File: config.mk
export PLATFORM = sky130hd
export DESIGN_NAME = da_uart_rx
export DESIGN_NICKNAME = d
export VERILOG_FILES = /design/src/rtl/uart_pkg.sv /design/src/rtl/uart_rx_baud_tick.sv /design/src/rtl/da_uart_rx.sv
export SDC_FILE = /design/constraint.sdc
export NUM_CORES = 1
export LEC_CHECK = 0
export ABC_AREA = 0
export CORE_MARGIN = 4
export CORE_UTILIZATION = 50
export CTS_BUF_LIST = sky130_fd_sc_hd__clkbuf_4 sky130_fd_sc_hd__clkbuf_8 sky130_fd_sc_hd__clkbuf_16
export DETAILED_ROUTE_END_ITERATION = 8
export PLACE_DENSITY = 0.68
export SKIP_CTS_REPAIR_TIMING = 1
export SYNTH_ARGS = -nofsm -noshare
export SYNTH_HDL_FRONTEND = slang
export SYNTH_SLANG_ARGS = --single-unit
File: constraint.sdc
create_clock -name clk -period 100.3 [get_ports clk]
set_input_delay 20.06 -clock clk [delete_from_list [all_inputs] [get_ports clk]]
set_output_delay 20.06 -clock clk [all_outputs]
set_load 0.005 [all_outputs]
File: src/rtl/uart_pkg.sv
// ---------------------------------------------------------------------------
// uart_pkg
// Shared definitions for the UART receiver that feeds the DAC register:
//   - baud selection codes, which are the same 3-bit codes the transmitter uses
//   - the oversample divisor function div_of()
//   - the receiver FSM state type
//   - the oversampling ratio and the sample-index constants
//   - maj3(), the three-sample majority vote
// ---------------------------------------------------------------------------
package uart_pkg;

    localparam logic [2:0] BAUD_9600   = 3'd0;
    localparam logic [2:0] BAUD_19200  = 3'd1;
    localparam logic [2:0] BAUD_38400  = 3'd2;
    localparam logic [2:0] BAUD_57600  = 3'd3;
    localparam logic [2:0] BAUD_115200 = 3'd4;

    localparam int DIV_W = 16;
    localparam int OVS   = 16;

    // Sample-counter values inside one bit period: vote samples, then end of bit.
    localparam logic [3:0] SMP_A    = 4'd6;
    localparam logic [3:0] SMP_B    = 4'd7;
    localparam logic [3:0] SMP_C    = 4'd8;
    localparam logic [3:0] SMP_LAST = 4'd15;

    typedef enum logic [1:0] {IDLE, START, DATA, STOP} rx_state_t;

    // Clocks per oversample tick, truncated. Codes 5-7 fall back to 9600 baud.
    function automatic logic [DIV_W-1:0] div_of(input int clk_freq, input logic [2:0] code);
        int baud;
        case (code)
            BAUD_19200:  baud = 19200;
            BAUD_38400:  baud = 38400;
            BAUD_57600:  baud = 57600;
            BAUD_115200: baud = 115200;
            default:     baud = 9600;
        endcase
        return DIV_W'(clk_freq / (baud * OVS));
    endfunction

    function automatic logic maj3(input logic [2:0] s);
        return (s[0] & s[1]) | (s[0] & s[2]) | (s[1] & s[2]);
    endfunction

endpackage

File: src/rtl/uart_rx_baud_tick.sv
// ---------------------------------------------------------------------------
// uart_rx_baud_tick
// Generates the 16x oversample tick for the receiver. The divisor is latched
// from baud_set on the load pulse, so a baud change never affects a frame
// that is already in flight.
// Ports:
//   clk, rst_n  system clock, synchronous active-low reset
//   en          counter runs while high; it is held at 0 while low
//   load        latch the divisor for baud_set (on the IDLE->START transition)
//   baud_set    3-bit baud code
//   tick        one-cycle pulse when the counter reaches DIV-1
// ---------------------------------------------------------------------------
module uart_rx_baud_tick
    import uart_pkg::*;
#(
    parameter int CLK_FREQ = 50_000_000
) (
    input  logic       clk,
    input  logic       rst_n,
    input  logic       en,
    input  logic       load,
    input  logic [2:0] baud_set,
    output logic       tick
);

    localparam logic [DIV_W-1:0] ONE = DIV_W'(1);

    logic [DIV_W-1:0] div_q;
    logic [DIV_W-1:0] cnt;
    logic             at_end;

    assign at_end = (cnt == div_q - ONE);
    assign tick   = en && at_end;

    // NOTE: state registers use non-blocking assignments so every flop samples
    // values from before the edge, whatever order the statements appear in.
    always_ff @(posedge clk) begin
        if (!rst_n) begin
            div_q <= div_of(CLK_FREQ, BAUD_9600);
            cnt   <= '0;
        end else begin
            if (load) begin
                div_q <= div_of(CLK_FREQ, baud_set);
            end
            if (!en || at_end) begin
                cnt <= '0;
            end else begin
                cnt <= cnt + ONE;
            end
        end
    end

endmodule

File: src/rtl/da_uart_rx.sv
// ---------------------------------------------------------------------------
// da_uart_rx
// 8N1 UART receiver that uses 16x oversampling and a 3-sample majority vote.
// Each valid byte is strobed on rx_done and latched into the DAC holding
// register.
// Ports:
//   clk, rst_n  system clock, synchronous active-low reset
//   baud_set    baud code (0..4 = 9600..115200; codes 5-7 select 9600)
//   rs232_rx    asynchronous serial line, idle high
//   data_byte   last valid received byte
//   rx_done     one-cycle pulse for a valid frame
//   frame_err   one-cycle pulse when the stop bit is sampled low
//   rx_busy     high while the FSM is not in IDLE
//   dac_data    DAC data bus; it changes only on valid frames
//   clk_da      DAC clock, a pass-through of clk
// ---------------------------------------------------------------------------
module da_uart_rx
    import uart_pkg::*;
#(
    parameter int CLK_FREQ = 50_000_000
) (
    input  logic       clk,
    input  logic       rst_n,
    input  logic [2:0] baud_set,
    input  logic       rs232_rx,
    output logic [7:0] data_byte,
    output logic       rx_done,
    output logic       frame_err,
    output logic       rx_busy,
    output logic [7:0] dac_data,
    output logic       clk_da
);

    rx_state_t  state;
    logic [2:0] sync;      // [0],[1] synchronizer, [2] edge-detect delay
    logic       rx_s;
    logic       fall;
    logic       start_det;
    logic       tick;
    logic [3:0] smp_cnt;
    logic [2:0] bit_cnt;
    logic [2:0] smp;
    logic [7:0] shreg;

    assign rx_s      = sync[1];
    assign fall      = sync[2] & ~sync[1];
    assign start_det = (state == IDLE) && fall;
    assign rx_busy   = (state != IDLE);
    assign clk_da    = clk;

    uart_rx_baud_tick #(.CLK_FREQ(CLK_FREQ)) u_tick (
        .clk      (clk),
        .rst_n    (rst_n),
        .en       (state != IDLE),
        .load     (start_det),
        .baud_set (baud_set),
        .tick     (tick)
    );

    always_ff @(posedge clk) begin
        if (!rst_n) begin
            // NOTE: the synchronizer resets to 0 rather than to the idle level.
            // A line that is already low when reset is released then produces
            // no high->low transition, so it is not taken as a start bit.
            sync      <= 3'b000;
            state     <= IDLE;
            smp_cnt   <= '0;
            bit_cnt   <= '0;
            smp       <= '0;
            shreg     <= '0;
            data_byte <= '0;
            dac_data  <= '0;
            rx_done   <= 1'b0;
            frame_err <= 1'b0;
        end else begin
            sync      <= {sync[1:0], rs232_rx};
            rx_done   <= 1'b0;
            frame_err <= 1'b0;

            if (state == IDLE) begin
                if (fall) begin
                    state   <= START;
                    smp_cnt <= '0;
                    bit_cnt <= '0;
                end
            end else if (tick) begin
                smp_cnt <= smp_cnt + 4'd1;   // wraps 15 -> 0 at each bit boundary

                case (smp_cnt)
                    SMP_A:   smp[0] <= rx_s;
                    SMP_B:   smp[1] <= rx_s;
                    SMP_C:   smp[2] <= rx_s;
                    default: ;
                endcase

                case (state)
                    START: begin
                        // A start bit that votes high was a glitch: go back quietly.
                        if (smp_cnt == SMP_LAST) begin
                            state <= maj3(smp) ? IDLE : DATA;
                        end
                    end
                    DATA: begin
                        if (smp_cnt == SMP_LAST) begin
                            shreg   <= {maj3(smp), shreg[7:1]};   // LSB first
                            bit_cnt <= bit_cnt + 3'd1;
                            if (bit_cnt == 3'd7) begin
                                state <= STOP;
                            end
                        end
                    end
                    STOP: begin
                        // Decide at mid-stop-bit so the receiver is already back
                        // in IDLE when a back-to-back start edge arrives.
                        if (smp_cnt == SMP_C) begin
                            state   <= IDLE;
                            smp_cnt <= '0;
                            if (maj3({rx_s, smp[1:0]})) begin
                                data_byte <= shreg;
                                dac_data  <= shreg;
                                rx_done   <= 1'b1;
                            end else begin
                                frame_err <= 1'b1;
                            end
                        end
                    end
                    default: state <= IDLE;
                endcase
            end
        end
    end

endmodule

* Yosys cells after proc, flatten, opt, wreduce, memory -nomap -nowiden *
Cells that the tools add are included.

word-level totals
  bits in registers = 65
  latch bits = 0
  bits in writable memories = 0
  ROM bits = 0
  input bits = 6
  output and inout port bits = 20
  logic and storage cells = 95
  memories = 0

cells by class
  add/sub/neg operators = 4
  multiply operators = 0
  divide/modulo/power cells = 1
  order comparisons = 0
  eq/ne operators = 18
  shift-type cells = 0
  muxes and demuxes = 24
  bitwise logic cells = 16
  reduce and logical (&&, ||, !) cells = 19

operator list
  kind                      number
  $pmux W17 S4              1
  $mux W28                  2
  $div A27 B32 Y32 const A  1
  $mux W4                   5
  $add A16 B1 Y16 const B   1
  $eq A16 B16 Y1            1
  $mux W2                   8
  $sub A16 B1 Y16 const B   1
  $mux W3                   5
  $ne A3 B3 Y1 const B      4
  $reduce_and A3 Y1         3
  $eq A4 B3 Y1 const B      2
  $eq A4 B4 Y1 const B      2
  $reduce_and A4 Y1         2
  $reduce_bool A2 Y1        4
  $and A1 B1 Y1             6
  $eq A3 B2 Y1 const B      2
  $eq A3 B3 Y1 const B      2
  $not A1 Y1                6
  $pmux W2 S3               1
  $reduce_and A6 Y1         1
  $reduce_and A5 Y1         1
  $reduce_or A5 Y1          1
  $add A4 B1 Y4 const B     1
  other kinds (13)          19

* Longest topological paths before layout *
Gate-level depths: netlist (run 1).

  word-level depth = 8
  gate-level depth with buffers = 189
  mapped depth without buffers = 178

* Hierarchy *
From an unflattened synthesis (run 1), not the netlist that was laid out.

unflattened totals
  cells, all modules = 1468
  area, all modules = 10687.8 µm²

modules (own cells, without submodules)
  module             times used  cells each  area each (µm²)  seq. area each (µm²)
  uart_rx_baud_tick  1           1304        9047.4           640.6
  da_uart_rx         1           164         1640.3           660.6

==> metrics, run 1 <==
status finished, final reports clean; Worst EP arrival roughly 51 ns; Worst slew margin between 20% and 30%; Async S/R FF share, synth 0%; detailed-route wire length per cell between 15 and 20 um; worst-path fanout max 2; DP Area 11700 sq um; Commonest cells post-synth nand2_1 (159), nor2_1 (136), ha_1 (125); crit path kind clock port to output port; antenna violations before repair 0; worst skew pair latency between 0.4 and 0.5 ns; input/output buffers 25; Worst setup SP type clock port; Primary FF master, synth dfxtp_1; critical-path cell list clkbuf_16 > clkbuf_16 > clkdlybuf4s50_1; DR pass1 iterations 5; die area approximately 25000 sq um; crit-path max cell delay approximately 0.43 ns; GRT Total Usage approximately 25%; Synthesis Warnings 0; ant diodes 0; Worst-Margin Slew 1.17 ns; leading cell type by number of instances after synthesis nand2_1; vias in the first global route 10400; RSZ-0062 raised after global routing false; drt drc 0; sequential-to-total area share from yosys stat between 10% and 20%; final hold vios 0; routed vias roughly 11000; HP Class flop to flop; core area between 20000 and 25000 sq um; Area Overhead vs Synth 7.55%; Net count, final approximately 1700; cell family contributing the most delay on the critical path buffers and inverters; Final TNS setup 0 ns; register area roughly 1300 sq um; vias per inst 6.27; global-route wire length before repair roughly 52000 um; die width between 150 and 200 um; Crit path required time 80.24 ns; ANT nets after route 0; largest net degree at the start of global routing 31; Post-synth EDFFs 0; Detailed Place HPWL approximately 25000 um; Area contributors post-synth ha_1 (14%), dfxtp_1 (12%), nand2_1 (5.3%); fill count 2150; slowest CP cell clkdlybuf4s50_1; DRT iter0 DRCs 921; most used cell, CP clkbuf_16; final WL roughly 32000 um; clk slew on worst S/H paths roughly 0.05 ns; WP buf/inv 3; mapped cell area 11200 sq um; Initial Util between 50% and 60%; share of post-route cells with drive strength above 1 ~8.0%; area leader, netlist ha_1; Final Instance Area 12100 sq um; Avg Inst Size Synth about 7.3 sq um; flops & latches, synth 65; MaxCap Viol Count 0; CTS tree done; Gate Count Post-Synth around 1500; footprint of the multi-input gates between 9000 and 10000 sq um; count of standard-cell rows 54; GRT overflow 0; Distinct cells, synth 115; Final GP Congestion approximately 0.94; IO Count 26; Clock Skew 0.00638 ns; Crit. End Element output port; setup violators final 0; chip height 158 um; top cell type's share of synthesized area between 10% and 20%; max-slew violations 0
## cell families after synthesis
family / Yosys count / share of synthesized area [%]
simple gates: 618 / 28.7
compound gates: 496 / 30.6
fa+ha+maj: 126 / 14.0
buf+inv: 103 / 3.94
xor+xnor: 99 / 7.84
flops: 65 / 11.6
mux: 35 / 3.26
other cells: 1 / 0.0334
## layout by cell type (no fill, tap or decap), types with 18 or more instances in the layout
| cell type | instances |
|---|---|
| xnor2_1 | 58 |
| dfxtp_1 | 65 |
| clkdlybuf4s50_1 | 25 |
| o211ai_1 | 20 |
| and2_1 | 26 |
| nor2_1 | 136 |
| ha_1 | 125 |
| o21ai_0 | 97 |
| o21a_1 | 36 |
| and3_1 | 18 |
| nand2b_1 | 22 |
| nor2b_1 | 31 |
| a21oi_1 | 113 |
| a211oi_1 | 21 |
| nand4_1 | 20 |
| xor2_1 | 40 |
| inv_1 | 48 |
| nor3_1 | 50 |
| mux2i_1 | 22 |
| a21o_1 | 42 |
| nand3_1 | 49 |
| nand2_1 | 159 |
## per-layer routing
metal	vias to the layer above	part of all wire, %	track usage [%]
met5	-	0	0
met4	0	1.0	4.71
met3	30	5.8	2.71
met2	325	44	40.7
met1	5363	49	36.9
li1	5749	-	-
## area by class of cell
| class | instances | share of cell area, % |
|---|---|---|
| Multi-Input combinational cell | 1379 | 78.8 |
| Sequential cell | 65 | 10.8 |
| Tap cell | 280 | 2.90 |
| Clock buffer | 16 | 2.86 |
| Timing Repair Buffer | 35 | 2.67 |
| Inverter | 51 | 1.58 |
| Clock inverter | 4 | 0.424 |
## sequential cells by signal, summed over array words and instances, names as in the netlist
signal,count
bit_cnt,3
dac_data,8
frame_err,1
rx_done,1
shreg,8
smp,3
smp_cnt,4
state,2
sync,3
u_tick.cnt,16
u_tick.div_q,16
## stage by stage
stage | utilization (%) | setup slack [ns] | hold slack, ns | instances
6_report | 55.1 | 29.41 | 0.436 | 1830
5_1_grt | 55.1 | 29.38 | 0.448 | 1830
4_1_cts | 55.1 | 29.40 | 0.435 | 1830
3_5_place_dp | 53.3 | 29.68 | 0.423 | 1811
3_3_place_gp | 53.3 | 29.68 | 0.418 | 1811
2_1_floorplan | - | 29.98 | 0.412 | 1547
## worst register-to-register path: stages (launching register included)
cell	delay, ns
dfxtp_1	0.33
or3_1	0.42
or2_2	0.33
or3_1	0.39
or2_2	0.30
or3_1	0.35
xnor2_1	0.17
nor4bb_1	0.35
nand4_1	0.27
nor4_2	1.01
mux2i_1	0.29
nor2_1	0.05
## worst paths after layout
kind	from	end	slack [ns]	depth (start not counted)
hold reg to reg	sync[0]	sync[1]	0.44	1
setup / recovery	clk	clk_da	29.41	3
hold / removal	sync[0]	sync[1]	0.44	1
setup reg to reg	u_tick.div_q[0]	shreg[7]	95.90	11
Power of run 1 is left out: the tool's default activity adds up to more than one toggle a clock period on the data nets, which glitch-free logic cannot reach.
==> run 2, diff against run 1 <==
--- a/config.mk
+++ b/config.mk
@@ -10,7 +10,7 @@
 export CORE_UTILIZATION = 50
 export CTS_BUF_LIST = sky130_fd_sc_hd__clkbuf_4 sky130_fd_sc_hd__clkbuf_8 sky130_fd_sc_hd__clkbuf_16
 export DETAILED_ROUTE_END_ITERATION = 8
-export PLACE_DENSITY = 0.68
+export PLACE_DENSITY = 0.71
 export SKIP_CTS_REPAIR_TIMING = 1
 export SYNTH_ARGS = -nofsm -noshare
 export SYNTH_HDL_FRONTEND = slang
==> constraint.sdc (replaced) <==
create_clock -name clk -period 61.2 [get_ports clk]
set_input_delay 12.24 -clock clk [delete_from_list [all_inputs] [get_ports clk]]
set_output_delay 12.24 -clock clk [all_outputs]
set_load 0.005 [all_outputs]
==> run 2 against run 1 <==
Wire length down 1.4%. First-iteration DRC count up 0.11%. Sequential cell count unchanged. Utilization about the same. Highest routed layer unchanged. Cell area about the same.
==> metrics, run 2 (same netlist as run 1, synthesis figures left out) <==
clock period minus worst slack approximately 52 ns; most used cell, CP a21oi_1 (was clkbuf_16); Worst EP arrival 52.66 ns (was 50.83 ns); Register-to-Register Path Depth 11 (unchanged); CTS tree done (unchanged); Clock Skew 0.00748 ns (was 0.00638 ns); crit-path max cell delay 0.74 ns (was 0.43 ns); Final TNS setup 0 ns (unchanged); most common cell after layout, fill and taps aside nand2_1 (unchanged); ANT nets after route 0 (unchanged); routed vias 11500 (about the same); vias in the first global route 10600 (was 10400); worst-path fanout max 21 (was 2); IO Count 26 (unchanged); largest net degree at the start of global routing 41 (was 31); min-delay src sync[0] (unchanged); Cell Count, Final, Fillers Out 1830 (unchanged); Worst setup SP type primary input (was clock port); Detailed Place HPWL 24300 um (was 24600 um); worst skew pair latency 0.45 ns (was 0.44 ns); status finished, final reports clean (unchanged); launch point of the worst reg-to-reg path u_tick.div_q[0] (unchanged); die area 24900 sq um (unchanged); slowest CP cell clkdlybuf4s50_1 (unchanged); Critical Path Start baud_set[2] (was clk); Hold Path End sync[1] (unchanged); HP Class flop to flop (unchanged); Fmax roughly 0.019 GHz; final hold vios 0 (unchanged); setup violators final 0 (unchanged); core area 22000 sq um (unchanged); drt drc 0 (unchanged); FF-to-FF End shreg[7] (unchanged); Net count, final 1676 (unchanged); RSZ-0062 raised after global routing false (unchanged); GRT overflow 0 (unchanged); placed cell count 1811 (unchanged); global-route wire length before repair 52100 um (was 52300 um); Crit path required time 61.54 ns (was 80.24 ns); MaxCap Viol Count 0 (unchanged); final core utilization 55.0% (was 55.1%); biggest regs u_tick.cnt x16, u_tick.div_q x16 (unchanged); detailed-route wire length per cell 17.2 um (was 17.4 um); Hold Crit Depth 1 (unchanged); Worst-Margin Slew 1.08 ns (was 1.17 ns); final WL 31500 um (was 31900 um); flop-to-flop setup slack 56.81 ns (was 95.90 ns); most frequent cells in the layout nand2_1 (159), nor2_1 (136), ha_1 (125) (unchanged); antenna violations before repair 0 (unchanged); Crit. End Element flop (was output port); crit path kind primary input to flop (was clock port to output port); die width 158 um (unchanged); share of post-route cells with drive strength above 1 7.94% (was 8.00%); clk slew on worst S/H paths 0.05 ns (about the same); count of standard-cell rows 54 (unchanged); Worst slew margin 27.3% (was 21.6%); GRT Total Usage 25.2% (was 25.3%); ant diodes 0 (unchanged); DR pass1 iterations 7 (was 5); Area Overhead vs Synth 7.46% (was 7.55%); input/output buffers 25 (unchanged); Initial Util 51.2% (unchanged); vias per inst 6.26 (was 6.27); Final GP Congestion 0.972 (was 0.941); chip height 158 um (unchanged); DRT iter0 DRCs 922 (was 921); post-route clock period utilization a little under nine tenths; max-slew violations 0 (unchanged)
[run 2: changes by cell type in the layout (fill, tap and decap cells not counted)]
cell / before / now
clkbuf_4: 1 / 0
clkbuf_8: 2 / 0
clkinv_4: 1 / 3
inv_8: 0 / 1
o21ai_1: 10 / 11
o21ai_2: 4 / 3
[run 2: how the worst max path moves through the flow]
stage | endpoint | slack (ns)
floorplan | u_tick.div_q[0] | 14.16
global placement | u_tick.div_q[0] | 9.83
detailed placement | u_tick.div_q[0] | 8.89
CTS | u_tick.div_q[0] | 9.27
global route | u_tick.div_q[0] | 5.23
finish | u_tick.div_q[0] | 8.87
[run 2: cell type report]
cell class	instances	area (sq um)
fillers	2124	9880
multi-input cells	1379	9520
flip-flops and latches	65	1300
well taps	280	350
repair buffers	35	323
clock buffers	13	310
inverters	51	191
clock inverters	7	80.1
[run 2: stage by stage]
step	hold WS [ns]	setup WS, ns	instance area [sq um]
after global placement	0.416	9.83	11700
after floorplan	0.412	14.16	11300
after global routing	0.442	5.23	12100
after detailed placement	0.419	8.89	11700
final	0.430	8.87	12100
after CTS	0.433	9.27	12100
[run 2: routing by layer]
layer | GRT usage [%] | part of all wire [%] | up-vias
met3 | 3.25 | 5.7 | 59
met2 | 39.6 | 44 | 351
li1 | - | - | 5759
met1 | 35.5 | 48 | 5294
met5 | 0 | 0 | -
met4 | 9.02 | 2.5 | 0
[run 2: worst max-delay path: cells and delay by family]
family                   cells  cell delay [ns]
AO/OA/AOI/OAI               83            18.48
XOR/XNOR                     1             0.48
adder cells (fa/ha/maj)     17             5.29
buffers and inverters        4             1.27
multiplexers                 3             1.06
AND/OR/NAND/NOR             60            13.72
Power of run 2 is left out for the same reason.
